$ cat src/rtl/addsub_serial_ctrl_if.sv
`default_nettype none
// ============================================================================
// Module      : addsub_serial_ctrl_if
// Description : Request/result handshake bundle for the serial add/sub sequencer.
// Revision    : 1.0 - initial release
// ============================================================================
interface addsub_serial_ctrl_if #(
    parameter int WIDTH = 4
);
    logic             i_valid;
    logic             o_ready;
    logic [WIDTH-1:0] i_a;
    logic [WIDTH-1:0] i_b;
    logic             i_sub;
    logic             o_valid;
    logic             i_ready;
    logic [WIDTH-1:0] o_s;
    logic             o_c;
    logic             o_ovf;
    logic             o_busy;

    modport master (
        output i_valid, i_a, i_b, i_sub, i_ready,
        input  o_ready, o_valid, o_s, o_c, o_ovf, o_busy
    );

    modport slave (
        input  i_valid, i_a, i_b, i_sub, i_ready,
        output o_ready, o_valid, o_s, o_c, o_ovf, o_busy
    );
endinterface
`default_nettype wire

$ cat src/rtl/addsub_serial_ctrl.sv
`default_nettype none
// ============================================================================
// Module      : addsub_serial_ctrl
// Description : Bit-serial (LSB-first) add/subtract sequencer around one
//               full-adder slice, with valid/ready request and result ports.
// Revision    : 1.0 - initial release
// ============================================================================
module addsub_serial_ctrl #(
    parameter int WIDTH = 4,
    parameter int CNT_W = $clog2(WIDTH)
) (
    input  wire                   i_clk,
    input  wire                   i_rst_n,
    addsub_serial_ctrl_if.slave   bus
);

    typedef enum logic [1:0] {
        ST_IDLE = 2'd0,
        ST_RUN  = 2'd1,
        ST_DONE = 2'd2
    } state_t;

    localparam logic [CNT_W-1:0] c_LAST = CNT_W'(WIDTH - 1);

    state_t           state_q, state_d;
    logic [CNT_W-1:0] cnt_q,   cnt_d;
    logic [WIDTH-1:0] a_sr_q,  a_sr_d;
    logic [WIDTH-1:0] b_sr_q,  b_sr_d;
    logic [WIDTH-1:0] res_q,   res_d;
    logic             carry_q, carry_d;
    logic [WIDTH-1:0] s_q,     s_d;
    logic             c_q,     c_d;
    logic             ovf_q,   ovf_d;
    logic             valid_q, valid_d;

    logic             w_sum;
    logic             w_cout;

    // The shared full-adder slice; b_sr already holds B ^ {WIDTH{sub}}.
    assign w_sum  = a_sr_q[0] ^ b_sr_q[0] ^ carry_q;
    assign w_cout = ((a_sr_q[0] ^ b_sr_q[0]) & carry_q) | (a_sr_q[0] & b_sr_q[0]);

    always_ff @(posedge i_clk or negedge i_rst_n) begin
        if (!i_rst_n) begin
            state_q <= ST_IDLE;
            cnt_q   <= '0;
            a_sr_q  <= '0;
            b_sr_q  <= '0;
            res_q   <= '0;
            carry_q <= 1'b0;
            s_q     <= '0;
            c_q     <= 1'b0;
            ovf_q   <= 1'b0;
            valid_q <= 1'b0;
        end else begin
            state_q <= state_d;
            cnt_q   <= cnt_d;
            a_sr_q  <= a_sr_d;
            b_sr_q  <= b_sr_d;
            res_q   <= res_d;
            carry_q <= carry_d;
            s_q     <= s_d;
            c_q     <= c_d;
            ovf_q   <= ovf_d;
            valid_q <= valid_d;
        end
    end

    always_comb begin
        state_d = state_q;
        cnt_d   = cnt_q;
        a_sr_d  = a_sr_q;
        b_sr_d  = b_sr_q;
        res_d   = res_q;
        carry_d = carry_q;
        s_d     = s_q;
        c_d     = c_q;
        ovf_d   = ovf_q;
        valid_d = valid_q;

        case (state_q)
            ST_IDLE: begin
                if (bus.i_valid) begin
                    a_sr_d  = bus.i_a;
                    b_sr_d  = bus.i_b ^ {WIDTH{bus.i_sub}};
                    carry_d = bus.i_sub;
                    cnt_d   = '0;
                    state_d = ST_RUN;
                end
            end
            ST_RUN: begin
                a_sr_d  = a_sr_q >> 1;
                b_sr_d  = b_sr_q >> 1;
                carry_d = w_cout;
                res_d   = {w_sum, res_q[WIDTH-1:1]};
                cnt_d   = cnt_q + CNT_W'(1);
                if (cnt_q == c_LAST) begin
                    // carry_q here is the carry into the MSB position
                    s_d     = {w_sum, res_q[WIDTH-1:1]};
                    c_d     = w_cout;
                    ovf_d   = carry_q ^ w_cout;
                    valid_d = 1'b1;
                    cnt_d   = '0;
                    state_d = ST_DONE;
                end
            end
            ST_DONE: begin
                if (bus.i_ready) begin
                    valid_d = 1'b0;
                    state_d = ST_IDLE;
                end
            end
            default: begin
                state_d = ST_IDLE;
            end
        endcase
    end

    assign bus.o_ready = (state_q == ST_IDLE);
    assign bus.o_busy  = (state_q == ST_RUN);
    assign bus.o_valid = valid_q;
    assign bus.o_s     = s_q;
    assign bus.o_c     = c_q;
    assign bus.o_ovf   = ovf_q;

endmodule
`default_nettype wire

$ cat src/flat_wrapper.sv
// flat-port wrapper written by rule: the top's interface ports become plain ports
module addsub_serial_ctrl_flat 
#(
    parameter int WIDTH = 4,
    parameter int CNT_W = $clog2(WIDTH)
)
  (i_clk, i_rst_n, bus_i_valid, bus_i_a, bus_i_b, bus_i_sub, bus_i_ready, bus_o_ready, bus_o_valid, bus_o_s, bus_o_c, bus_o_ovf, bus_o_busy);
  addsub_serial_ctrl_if #(.WIDTH(WIDTH)) bus_i ();
  input  wire i_clk;
  input  wire i_rst_n;
  input wire logic [$bits(bus_i.i_valid)-1:0] bus_i_valid;
  input wire logic [$bits(bus_i.i_a)-1:0] bus_i_a;
  input wire logic [$bits(bus_i.i_b)-1:0] bus_i_b;
  input wire logic [$bits(bus_i.i_sub)-1:0] bus_i_sub;
  input wire logic [$bits(bus_i.i_ready)-1:0] bus_i_ready;
  output wire logic [$bits(bus_i.o_ready)-1:0] bus_o_ready;
  output wire logic [$bits(bus_i.o_valid)-1:0] bus_o_valid;
  output wire logic [$bits(bus_i.o_s)-1:0] bus_o_s;
  output wire logic [$bits(bus_i.o_c)-1:0] bus_o_c;
  output wire logic [$bits(bus_i.o_ovf)-1:0] bus_o_ovf;
  output wire logic [$bits(bus_i.o_busy)-1:0] bus_o_busy;
  assign bus_i.i_valid = bus_i_valid;
  assign bus_i.i_a = bus_i_a;
  assign bus_i.i_b = bus_i_b;
  assign bus_i.i_sub = bus_i_sub;
  assign bus_i.i_ready = bus_i_ready;
  assign bus_o_ready = bus_i.o_ready;
  assign bus_o_valid = bus_i.o_valid;
  assign bus_o_s = bus_i.o_s;
  assign bus_o_c = bus_i.o_c;
  assign bus_o_ovf = bus_i.o_ovf;
  assign bus_o_busy = bus_i.o_busy;
  addsub_serial_ctrl #(.WIDTH(WIDTH), .CNT_W(CNT_W)) u_core (.i_clk(i_clk), .i_rst_n(i_rst_n), .bus(bus_i));
endmodule
$ cat config.mk
export PLATFORM = sky130hd
export DESIGN_NAME = addsub_serial_ctrl_flat
export DESIGN_NICKNAME = d
export VERILOG_FILES = /design/src/rtl/addsub_serial_ctrl_if.sv /design/src/rtl/addsub_serial_ctrl.sv /design/src/flat_wrapper.sv
export SDC_FILE = /design/constraint.sdc
export NUM_CORES = 1
export LEC_CHECK = 0
export ABC_AREA = 1
export BUFFER_PORTS_ARGS = -buffer_cell sky130_fd_sc_hd__buf_4
export CAP_MARGIN = 5
export CORE_MARGIN = 3
export CORE_UTILIZATION = 45
export DETAILED_ROUTE_END_ITERATION = 8
export HOLD_SLACK_MARGIN = 0.12
export PLACE_DENSITY = 0.76
export SLEW_MARGIN = 15
export SYNTH_ARGS = -nofsm -noshare
export SYNTH_HDL_FRONTEND = slang
export SYNTH_SLANG_ARGS = --single-unit
export TNS_END_PERCENT = 1
$ cat constraint.sdc
create_clock -name i_clk -period 1.8 [get_ports i_clk]
set_input_delay 0 -clock i_clk [delete_from_list [all_inputs] [get_ports i_clk]]
set_output_delay 0 -clock i_clk [all_outputs]
set_load 0.005 [all_outputs]
Yosys cells after proc, flatten, opt, wreduce, memory -nomap -nowiden. Cells that the tools add are included.

Register bits: 24. Input port bits: 13. Output and inout port bits: 9. Word-level logic and storage cells: 47.

$add $sub $neg: 1. Equal/unequal tests: 6. Mux-type cells: 16. Bitwise operators: 7. Reduce and logical (&&, ||, !) cells: 7.

Operators with widths (count): 4-bit one-hot mux with 2 select lines (2); 2-bit 2-to-1 mux (5); 4-bit 2-to-1 mux (2); 2-bit one-hot mux with 3 select lines (1); 3-bit AND reduction (2); 2-bit equality test, second input constant (2); 2-bit != test, second input constant (2); 1-bit one-hot mux with 2 select lines (2); 2-bit one-hot mux with 2 select lines (1); 2-bit AND reduction (2); 2-bit nonzero test (2); 4-bit XOR (1); 1-bit 2-to-1 mux (3); 1-bit XOR (3); 2-bit by 1-bit adder with 2-bit output, second input constant (1); 1-bit AND (2); 2-bit by 1-bit equality test with 1-bit output, second input constant (1); 2-bit zero test (1); 2-bit by 1-bit != test with 1-bit output, second input constant (1); 1-bit OR (1).

Depth between registers and ports, before layout. Gate-level depths: netlist of the first run.

Word-level depth: 4. Gate-level depth with buffers: 9. Mapped depth without buffers: 8.

Least setup slack after synthesis of the first run. Ideal clock, no wire load.

Kind: register to register. Start: register u_core.state_q[0]. End: register u_core.b_sr_q[1]. Setup time: 0.116 ns. Arrival: 1.207 ns. Required time: 1.684 ns. Setup slack: 0.477 ns. Cell stages (with the launch flop): 9. Buffers on the path: 1. Cells stage by stage: dfrtp_1 > inv_1 > ha_1 > nand2_2 > nand2_1 > buf_6 > nor2_1 > nand2_1 > nand2_1.

Longest elaborated chain between the ends: 3. Elaborated cells between the ends (all ways): 6. Classes of those cells: eq/ne (2); mux (1); reduce/logical (3).

Ends and longest elaborated chain: start, declared (line addsub_serial_ctrl.sv:25) `state_t state_q, state_d;`; start signal, assigned (line addsub_serial_ctrl.sv:56) `state_q <= state_d;`; 2-bit zero test (*); net bus_o_ready (line flat_wrapper.sv:16) `output wire logic [$bits(bus_i.o_ready)-1:0] bus_o_ready;`; 2-bit != test (no source line) or 2-bit nonzero test (tied branches); 2-bit AND reduction (no source line); end signal, assigned (line addsub_serial_ctrl.sv:59) `b_sr_q <= b_sr_d;`; end, declared (line addsub_serial_ctrl.sv:28) `logic [WIDTH-1:0] b_sr_q, b_sr_d;`.

Mark *: on every way through the listed nets, which the timed path passes. The rest lies on a longest branch. A chain may end at the register's enable or synchronous reset.

Final worst setup path of the first run.
Start: register u_core.state_q[1]. End: register u_core.b_sr_q[1].

Longest elaborated chain between the ends: 3. Elaborated cells between the ends (all ways): 6. Classes of those cells: eq/ne (2); mux (1); reduce/logical (3).

Ends and longest elaborated chain: 2-bit by 1-bit equality test with 1-bit output or 2-bit zero test (tied branches) (line addsub_serial_ctrl.sv:81) `case (state_q)`; 2-bit nonzero test (no source line) or 2-bit != test (tied branches); 2-bit AND reduction (no source line).

Several ways; a longest one is shown, not always the timed one.

==> results of run 1 <==
==> worst paths after layout <==
path,cells past startpoint,start,endpoint,slack [ns]
max,7,u_core.state_q[1],u_core.b_sr_q[1],0.13
min,5,bus_i_ready,u_core.bus.o_valid,0.13
max reg2reg,7,u_core.state_q[1],u_core.b_sr_q[1],0.13
min reg2reg,2,u_core.bus.o_s[2],u_core.bus.o_s[2],0.49
max in group asynchronous,3,i_rst_n,u_core.a_sr_q[1],0.27
min in group asynchronous,3,i_rst_n,u_core.bus.o_s[1],0.92
==> power by group through the flow <==
stage | Sequential [mW] | Clock, mW | Combinational, mW
3_5_place_dp | 0.871 | 0 | 1.06
2_1_floorplan | 0.856 | 0 | 0.734
6_report | 0.860 | 0.241 | 1.13
3_3_place_gp | 0.861 | 0 | 1.00
4_1_cts | 0.860 | 0.249 | 1.11
5_1_grt | 0.884 | 0.266 | 1.30
==> per-layer routing <==
metal | wire (µm) | vias up
met3 | 127 | 4
met4 | 21 | 0
li1 | - | 537
met2 | 1270 | 29
met5 | 0 | -
met1 | 1080 | 492
==> synth_stat cells <==
cell / number
nand3_1: 8
o21ai_2: 1
buf_6: 1
buf_2: 3
o21ai_1: 2
nand4_1: 4
fa_1: 1
nand2_2: 1
inv_1: 18
o21ai_0: 13
xor2_1: 1
nand2_1: 58
nor2_1: 8
inv_2: 2
dfrtp_1: 23
ha_1: 5
==> cells by family after synthesis <==
family          count (synthesis)
buf+inv                        24
fa+ha+maj                       6
simple gates                   79
compound gates                 16
flops                          23
xor+xnor                        1
==> sequential cells by signal, summed over array words and instances, names as in the netlist <==
| name | count |
|---|---|
| u_core.state_q | 2 |
| u_core.b_sr_q | 4 |
| u_core.res_q | 3 |
| u_core.bus.o_c | 1 |
| u_core.bus.o_ovf | 1 |
| u_core.carry_q | 1 |
| u_core.cnt_q | 2 |
| u_core.a_sr_q | 4 |
| u_core.bus.o_valid | 1 |
| u_core.bus.o_s | 4 |
==> timing repair <==
action / in CTS / in global routing
gates resized for setup: 0 / 1
endpoints found under the setup margin: 0 / 3
endpoints found under the hold margin: 36 / 0
hold buffers: 16 / 0
buffers inserted: 0 / 1
==> critical path: stages (launching register included) <==
cell and delay, ns:
dfrtp_1 0.39, inv_1 0.08, ha_1 0.24, inv_4 0.10, nand3_1 0.09, dlygate4sd3_1 0.56, nand2_1 0.07, nand2_1 0.05
==> cell type report <==
type / count / area (µm²)
clock buffer: 4 / 26.3
sequential: 23 / 576
multi-input combinational: 102 / 494
timing repair buffer: 39 / 333
tap: 28 / 35.0
fill: 198 / 798
inverter: 20 / 77.6
==> run metrics, run 1 <==
RSZ-0062 raised after global routing=no; # rows=17; TritonCTS Sinks=23; largest family of logic cells by synthesized area=simple AND/OR/NAND/NOR gates; Syn Inst Count=149; commonest non-fill, non-tap cell in the layout=nand2_1; maximum VDD drop=0.953 mV; total CTS buffers=3; clk slew on worst S/H paths=0.13 ns; Initial Util=50.1%; multiplexer share of the synthesized area=0%; Avg WL per Cell=11.6 µm; placed cell area=0.00135 mm²; fmax=598 MHz; Seq/Total Area, Yosys=49.1%; n_diodes=0; Final Util=65.9%; Clk pwr share=10.8%; Worst Path Arrival=1.88 ns; share of the synthesized area in the top cell type=49.1%; Unique masters post-synth=16; compound-gate portion of the synthesized area=7.16%; Boundary Pins=22; clk_lat worst skew=0.31 ns; Die W=57.0 µm; first-pass GRT wire length=4.39 mm; Root Buffer=clkbuf_4; Port Buffer Count=21; Post-Synth XOR/XNOR Area=0.748%; M3 GR Usage=2.71%; vias=1062; met2 GRT Util=30.0%; post-route ant nets=0; Post-Place Worst Slack=0.302 ns; final instance area=0.00154 mm²; share of post-route cells with drive strength above 1=16.0%; nets@finish=208; Gate power share=50.7%; net switching power=917 µW; Power Total=2.24 mW; final slew viol count=0; vias in the first global route=1058; sequential share of power=38.5%; most frequent cells in the layout=nand2_1 (58), buf_4 (23), dfrtp_1 (23); drt initial violations=31; slew margin rel.=32.2%; vias per cell=4.92; drc violations=0; Hold Vio Cnt, Final=0; area delta synth->final=31.6%; worst setup margin=0.129 ns; CP Data Required Time=2.01 ns; GP Congestion=0.745; CP Max Fanout=6; adder-cell share of the synthesized area=7.05%; WS Path Type=reg2reg; gr usage total=16.8%; leading area contributor after synthesis=dfrtp_1; Hold Slack=0.134 ns; TritonCTS clock tree=built; detailed placer's ending HPWL=1.71 mm; Slew @ Worst Pin=1.01 ns; Final setup viols=0; synthesis-stage register bit count=23; Final Non-Filler Cells=216; TritonRoute pass-1 iters=4; final wirelength=2.51 mm; Die Area=0.00325 mm²; Setup TNS=0 ns; Net Sw Frac=41.0%; Max Cap Violations=0; initial antenna violation count=0; Netlist Area Pre-Place=0.00117 mm²; largest net degree at the start of global routing=24; global route total overflow=0; Pint=1.32 mW; Syn Nets=168; dominant cells by area after synthesis=dfrtp_1 (49%), nand2_1 (19%), inv_1 (5.8%); status=finished clean; Worst Hold Class=in2reg; core area=0.00234 mm²; Placed Cells=195; startpoint types=flop; PD cells=1450 mW/mm²; Clock Skew=0.00143 ns; Worst setup EP type=flop; Avg Cell Area, Syn=7.86 µm²; post-synthesis simple-gate area fraction=27.2%; CTS max path bufs=2; fin crit share=92.8%; Leak Pwr=0.827 nW; chip height=57.0 µm; met1 usage=21.2%; busiest grt layer=met2; crit path time final=1.67 ns; H-tree levels=1; Synthesis Warnings=0
Note: power is estimated with default switching activity, not from simulation.
==> run 2, diff against run 1 <==
==> constraint.sdc (replaced) <==
create_clock -name i_clk -period 1.9 [get_ports i_clk]
set_input_delay 0.19 -clock i_clk [delete_from_list [all_inputs] [get_ports i_clk]]
set_output_delay 0.19 -clock i_clk [all_outputs]
set_load 0.005 [all_outputs]
==> run 2 against run 1 <==
Against the previous run:
- global-route usage down 2.2 points
- hold slack lost 0.0078 ns
- final cell count shrank 7.9%
- combinational power shrank 14%
- clock power fell by 5%
- fmax decreased by 0.89%
- via count is 5.6% lower
- die area unchanged
- non-clock buffer count is 17 lower
- clock skew barely moved
- sequential power shrank 4.9%
- critical endpoint unchanged
- largest power group unchanged
==> run metrics, run 2 (synthesis results as in run 1) <==
Hold Slack=0.126 ns (was 0.134 ns); worst setup margin=0.214 ns (was 0.129 ns); vias in the first global route=919 (was 1058); # rows=17 (unchanged); gr usage total=14.6% (was 16.8%); drc violations=0 (unchanged); Final Util=58.8% (was 65.9%); CTS resizes=0 (unchanged); final wirelength=2.18 mm (was 2.51 mm); status=finished clean (unchanged); RSZ-0062 raised after global routing=no (unchanged); Boundary Pins=22 (unchanged); WS Path Type=reg2reg (unchanged); Max Cap Violations=0 (unchanged); Clock Skew=0.000931 ns (was 0.00143 ns); vias=1003 (was 1062); Die Area=0.00325 mm² (unchanged); net switching power=836 µW (was 917 µW); total CTS buffers=3 (unchanged); final slew viol count=0 (unchanged); slew margin rel.=76.9% (was 32.2%); post-route ant nets=0 (unchanged); PD cells=1460 mW/mm² (was 1450 mW/mm²); Setup TNS=0 ns (unchanged); Die W=57.0 µm (unchanged); TritonCTS Sinks=23 (unchanged); startpoint types=flop (unchanged); Net Sw Frac=41.5% (was 41.0%); Post-Place Worst Slack=0.270 ns (was 0.302 ns); initial antenna violation count=0 (unchanged); n_diodes=0 (unchanged); drt initial violations=18 (was 31); commonest non-fill, non-tap cell in the layout=nand2_1 (unchanged); number of setup buffers added after CTS=0 (unchanged); Initial Util=50.1% (unchanged); global route total overflow=0 (unchanged); area delta synth->final=17.4% (was 31.6%); clk_lat worst skew=0.31 ns (about the same); Clk pwr share=11.3% (was 10.8%); H-tree levels=1 (unchanged); CTS max path bufs=2 (unchanged); TritonRoute pass-1 iters=4 (unchanged); detailed placer's ending HPWL=1.66 mm (was 1.71 mm); clk slew on worst S/H paths=0.12 ns (was 0.13 ns); final instance area=0.00138 mm² (was 0.00154 mm²); GP Congestion=0.811 (was 0.745); TritonCTS clock tree=built (unchanged); most frequent cells in the layout=nand2_1 (58), dfrtp_1 (23), buf_4 (21) (was nand2_1 (58), buf_4 (23), dfrtp_1 (23)); Worst Hold Class=in2reg (unchanged); vias per cell=5.04 (was 4.92); fmax=593 MHz (was 598 MHz); Slew @ Worst Pin=0.346 ns (was 1.01 ns); CP Data Required Time=2.17 ns (was 2.01 ns); CP Max Fanout=13 (was 6); Leak Pwr=0.760 nW (was 0.827 nW); core area=0.00234 mm² (unchanged); crit path time final=1.69 ns (was 1.67 ns); Avg WL per Cell=11.0 µm (was 11.6 µm); first-pass GRT wire length=3.80 mm (was 4.39 mm); Port Buffer Count=21 (unchanged); Fillers=241 (was 198); share of post-route cells with drive strength above 1=17.0% (was 16.0%); largest net degree at the start of global routing=24 (unchanged); Root Buffer=clkbuf_4 (unchanged); sequential share of power=40.6% (was 38.5%); Worst Path Arrival=1.95 ns (was 1.88 ns); placed cell area=0.00134 mm² (was 0.00135 mm²); nets@finish=191 (was 208); chip height=57.0 µm (unchanged); Final setup viols=0 (unchanged); Hold Vio Cnt, Final=0 (unchanged); fin crit share=88.7% (was 92.8%); Worst setup EP type=flop (unchanged); Pint=1.18 mW (was 1.32 mW); Gate power share=48.1% (was 50.7%); maximum VDD drop=0.986 mV (was 0.953 mV)
## run 2: through the flow
step / instances / total power, mW
floorplan: 149 / 1.51
global placement: 194 / 1.75
global route: 199 / 2.23
CTS: 199 / 2.03
finish: 199 / 2.01
detailed placement: 194 / 1.80
## run 2: repair_timing
action                                  CTS  global route
hold buffers                              1             0
endpoints found under the setup margin    0             0
endpoints found under the hold margin    23             0
## run 2: cell type report
| type | instances | area, µm² | share of cell area, % |
|---|---|---|---|
| flip-flops and latches | 23 | 576 | 41.9 |
| repair buffers | 22 | 168 | 12.2 |
| well taps | 28 | 35.0 | 2.55 |
| multi-input cells | 102 | 494 | 35.9 |
| clock buffers | 3 | 22.5 | 1.64 |
| clock inverters | 1 | 5.00 | 0.364 |
| inverters | 20 | 75.1 | 5.46 |
## run 2: worst max-delay path, stage by stage, from the launching register on
cell and delay (ns):
dfrtp_1 0.43, inv_1 0.11, ha_1 0.32, inv_2 0.17, nand2_1 0.09, nand2_1 0.21, nor2_1 0.17, nand2_1 0.07
nand2_1 0.05
## run 2: power groups by stage
stage	logic (mW)	registers (mW)	clock network (mW)
after floorplan	0.696	0.811	0
after global placement	0.934	0.817	0
after detailed placement	0.969	0.829	0
after CTS	0.977	0.819	0.238
after global routing	1.12	0.844	0.261
final	0.968	0.818	0.228
## run 2: routing by layer
layer  vias to the layer above  wire length, µm  track usage, %
met1                       463              956            17.8
met3                         8              117            4.30
met4                         0               55            4.64
met5                         -                0               0
li1                        505                -               -
met2                        27             1050            24.8
## run 2: path summary, 6_finish.rpt
kind	slack, ns	from	end	cells after the start
min	0.13	bus_i_a[3]	u_core.a_sr_q[3]	3
max	0.21	u_core.state_q[1]	u_core.b_sr_q[1]	8
max in group asynchronous	1.40	i_rst_n	u_core.state_q[0]	2
min reg2reg	0.49	u_core.bus.o_s[2]	u_core.bus.o_s[2]	2
min in group asynchronous	0.28	i_rst_n	u_core.res_q[1]	2
max reg2reg	0.21	u_core.state_q[1]	u_core.b_sr_q[1]	8
